[config.mk]
export PLATFORM = sky130hd
export DESIGN_NAME = instruction_fetch_unit
export DESIGN_NICKNAME = d
export VERILOG_FILES = /design/src/rtl/instruction_fetch_unit.sv
export SDC_FILE = /design/constraint.sdc
export NUM_CORES = 1
export LEC_CHECK = 0
export CAP_MARGIN = 20
export CORE_ASPECT_RATIO = 1.25
export CORE_MARGIN = 2
export CORE_UTILIZATION = 48
export CTS_BUF_LIST = sky130_fd_sc_hd__clkbuf_4
export CTS_CLUSTER_DIAMETER = 120
export DETAILED_ROUTE_END_ITERATION = 6
export PLACE_DENSITY = 0.83
export SYNTH_ARGS = -nofsm -noshare
export SYNTH_HDL_FRONTEND = slang
export SYNTH_SLANG_ARGS = --single-unit
[constraint.sdc]
create_clock -name clk -period 5.9 [get_ports clk]
set_input_delay 1.18 -clock clk [delete_from_list [all_inputs] [get_ports clk]]
set_output_delay 1.18 -clock clk [all_outputs]
set_load 0.005 [all_outputs]
[src/rtl/instruction_fetch_unit.sv]
// RV32I fetch stage: PC register, instruction-memory address drive and IF/ID pipeline register.
// Supports stall, flush and branch/jump redirect, and flags misaligned redirect targets.
module instruction_fetch_unit #(
  parameter logic [31:0] RESET_VECTOR = 32'h0000_0000,
  parameter logic [31:0] NOP_INSTR    = 32'h0000_0013
) (
  input  logic        clk,
  input  logic        reset,
  input  logic        Stall,
  input  logic        Flush,
  input  logic        BranchTaken,
  input  logic [31:0] BranchTarget,
  input  logic [31:0] ReadInstruction,
  output logic [31:0] InstructionAddress,
  output logic [31:0] IF_ID_Instruction,
  output logic [31:0] IF_ID_PC,
  output logic [31:0] IF_ID_PCPlus4,
  output logic        IF_ID_Valid,
  output logic        MisalignedFetch,
  output logic [31:0] FetchCount
);

  logic [31:0] pc;
  logic [31:0] pc_plus4;

  assign pc_plus4           = pc + 32'd4;
  assign InstructionAddress = pc;

  // Priority: redirect over stall (redirecting instruction is older), stall over flush.
  always_ff @(posedge clk or posedge reset) begin
    if (reset) begin
      pc                <= RESET_VECTOR;
      IF_ID_Instruction <= NOP_INSTR;
      IF_ID_PC          <= '0;
      IF_ID_PCPlus4     <= '0;
      IF_ID_Valid       <= 1'b0;
      MisalignedFetch   <= 1'b0;
      FetchCount        <= '0;
    end else if (BranchTaken) begin
      pc                <= {BranchTarget[31:2], 2'b00};
      IF_ID_Instruction <= NOP_INSTR;
      IF_ID_PC          <= '0;
      IF_ID_PCPlus4     <= '0;
      IF_ID_Valid       <= 1'b0;
      MisalignedFetch   <= (BranchTarget[1:0] != 2'b00);
    end else if (Stall) begin
      MisalignedFetch   <= 1'b0;
    end else if (Flush) begin
      pc                <= pc_plus4;
      IF_ID_Instruction <= NOP_INSTR;
      IF_ID_PC          <= '0;
      IF_ID_PCPlus4     <= '0;
      IF_ID_Valid       <= 1'b0;
      MisalignedFetch   <= 1'b0;
    end else begin
      pc                <= pc_plus4;
      IF_ID_Instruction <= ReadInstruction;
      IF_ID_PC          <= pc;
      IF_ID_PCPlus4     <= pc_plus4;
      IF_ID_Valid       <= 1'b1;
      MisalignedFetch   <= 1'b0;
      FetchCount        <= FetchCount + 32'd1;
    end
  end

endmodule

==> out/metrics.csv <==
stage,metric,value,unit
run_status,status,finished clean,
timing,skew,0.0176,ns
floorplanning,initial_core_util,0.487,
timing,slew_headroom,0.293,
worst_setup_path,critical_path.max_fanout,72,
route,drt-total-wl,19.9,mm
clock_network,clock_sinks,157,
flow_run,max_cap_violations,0,
synth,yosys_warnings,0,
pwr,power.share.switching,0.262,
floorplanning,chipHeight,139,um
timing,whs,0.493,ns
grt,grt_use_total,0.257,
pwr,sequentialPowerShare,0.525,
route,vias_per_cell,5.63,
pwr,ir_drop,0.000156,V
grt,top_usage_layer,met2,
finish,area_growth,38.2,%
timing,setup_viol_count_final,0,
synth,async_flop_share,1.00,
synth,synth_ff_type,dfrtp_1,
grt,grt_first_pass_wirelength,31.7,mm
clock_network,clk_pin_slew,0.13,ns
worst_setup_path,criticalPathCategory,in -> reg,
finish,drive_above_1_share,0.0699,
placement,io_buffers,228,
floorplanning,core_area,14300,um^2
floorplanning,die_area,15600,um^2
clock_network,post_cts_buffers,0,
worst_hold_path,whs_path_depth,2,
synth,synth_edf_count,0,
synth,synth_top_area_cell,dfrtp_1,
route,firstDrtPassIters,5,
floorplanning,fp.dieW,112,um
pwr,total_power,2.33,mW
grt,first_global_vias,5851,
timing,min_period_over_period,0.567,
grt,grt_util_met3,0.0616,
timing,period_needed,3.34,ns
floorplanning,io_pins,231,
worst_setup_path,reg2reg_depth,5,
finish,seqCellArea,3930,um^2
finish,n_fill_cell,1090,
pwr,comb_power_share,0.148,
pwr,power.switching,0.611,mW
route,drt-initial-drc-count,409,
synth,ys_ff_latch,157,
route,drc,0,
clock_network,ctsHtreeMaxLevel,4,
synth,ys_seq_area_frac,0.562,
clock_network,cts_tree,yes,
synth,synth_area_leaders,"dfrtp_1, a22o_1, xnor2_1",
timing,tightest_slew,1.05,ns
worst_setup_path,cp-end-kind,register,
timing,max_freq,299,MHz
finish,final_nets,916,
synth,netlist_top_cells_count,"dfrtp_1, nand2_1, a22o_1",
pwr,p_leak,3.96,nW
worst_setup_path,crit_required,6.37,ns
pwr,intPower,1.72,mW
grt,grt_overflow,0,
clock_network,cts_resized,0,
grt,antenna_found_initial,1,
finish,multi_input_area,2810,um^2
clock_network,ctsHoldBuffers,0,
grt,use_met2,0.423,
synth,synth.avg_cell_area,10.9,um^2
synth,synthCells,644,
floorplanning,num_rows,49,
worst_setup_path,cp.arrival,3.81,ns
route,ant_nets,0,
worst_setup_path,start_kind,primary input,
timing,fin_setup_tns,0,ns
clock_network,clk_path_buf_depth,2,
grt,met1_usage,0.331,
synth,yosysTopAreaCellShare,0.551,
timing,rsz0062_at_grt,false,
placement,place_hpwl,13.6,mm
worst_hold_path,hold_path_class,reg -> reg,
timing,drv_slew,0,
timing,setup_ws,2.56,ns
placement,place_ws,2.03,ns
pwr,pwr-share-clk,0.327,
grt,grt_max_degree,116,
synth,yosys.cell_count.top_type,dfrtp_1,
route,wl_per_cell,19.2,um
timing,hold_viol,0,
clock_network,cts_root_buf,clkbuf_4,
clock_network,clock_latency,0.56,ns
clock_network,cts_made_buffers,17,
pwr,power_density,241,nW/um^2
placement,place_congestion,0.859,
route,vias,5836,
synth,syn_area,6990,um^2
synth,yosysUniqueCellTypes,46,
-- sequential cells by signal, summed over array words and instances (netlist names) --
register / cells
IF_ID_Valid: 1
InstructionAddress: 30
MisalignedFetch: 1
IF_ID_PCPlus4: 30
IF_ID_Instruction: 32
IF_ID_PC: 31
FetchCount: 32
-- through the flow --
stage / cell area (um^2) / instances / utilization
after floorplan: 7000 / 645 / -
after global placement: 9300 / 1003 / 0.648
after detailed placement: 9300 / 1003 / 0.648
after CTS: 9640 / 1035 / 0.672
after global routing: 9670 / 1037 / 0.674
final: 9670 / 1037 / 0.674
-- worst max-delay path, cell delays in order --
cell and delay, ns:
clkdlybuf4s50_1 1.03, nor2b_4 0.59, buf_4 0.71, nand2_1 0.11, o21ai_0 0.12
-- layout by cell type, fill, tap and decap left out, types with 3 or more instances in the layout --
cell type / count
a22o_1: 60
and2_1: 3
and3_1: 6
and4_1: 5
buf_4: 5
bufinv_16: 5
clkbuf_4: 19
clkdlybuf4s50_1: 227
clkinv_2: 3
dfrtp_1: 154
dfstp_2: 3
nand2_1: 90
nand3_1: 15
nand4_1: 26
nor2_1: 28
nor3_1: 10
nor3_2: 4
nor4_1: 3
nor4_2: 4
o21ai_0: 40
o21ai_1: 16
o21ai_2: 3
o22a_1: 3
or3_1: 4
xnor2_1: 59
xor2_1: 29
-- path summary, 6_finish.rpt --
path	startpoint	to	slack, ns
worst max-delay path	Stall	IF_ID_PCPlus4[9]	2.56
worst min-delay path	IF_ID_PCPlus4[7]	IF_ID_PCPlus4[7]	0.49
worst max register to register	InstructionAddress[12]	IF_ID_PCPlus4[28]	3.46
worst min register to register	IF_ID_PCPlus4[7]	IF_ID_PCPlus4[7]	0.49
max in group asynchronous	reset	InstructionAddress[18]	3.73
min in group asynchronous	reset	FetchCount[19]	0.89
-- metal layers --
layer / vias up / share of wire / routed length, um
li1: 2643 / - / -
met1: 2920 / 0.41 / 8170
met2: 237 / 0.51 / 10100
met3: 36 / 0.057 / 1130
met4: 0 / 0.027 / 527
met5: - / 0 / 0
-- final cells by class --
| class | instances | area share |
|---|---|---|
| clock inverter | 13 | 0.0203 |
| clock buffer | 19 | 0.0148 |
| inverter | 3 | 0.00168 |
| sequential | 157 | 0.407 |
| timing repair buffer | 234 | 0.242 |
| tap | 178 | 0.0230 |
| antenna | 1 | 0.000259 |
| multi-input combinational | 432 | 0.291 |
-- cells by family after synthesis --
group	count (synthesis)	synth area share
and+or+nand+nor	216	0.161
DFF	157	0.562
AOI/OAI and AO/OA	123	0.124
xor gates and xnor gates	88	0.110
buffers and inverters	56	0.0372
adders and majority gates	2	0.00358
other	1	0.000536
muxes	1	0.00143
-- power by group through the flow --
stage / Clock, mW / Sequential (mW) / Combinational [mW]
final: 0.763 / 1.22 / 0.345
after global routing: 0.826 / 1.23 / 0.374
after CTS: 0.779 / 1.22 / 0.346
after detailed placement: 0 / 1.24 / 0.345
after global placement: 0 / 1.24 / 0.336
after floorplan: 0 / 1.21 / 0.152
(Power assumes the default switching activity.)
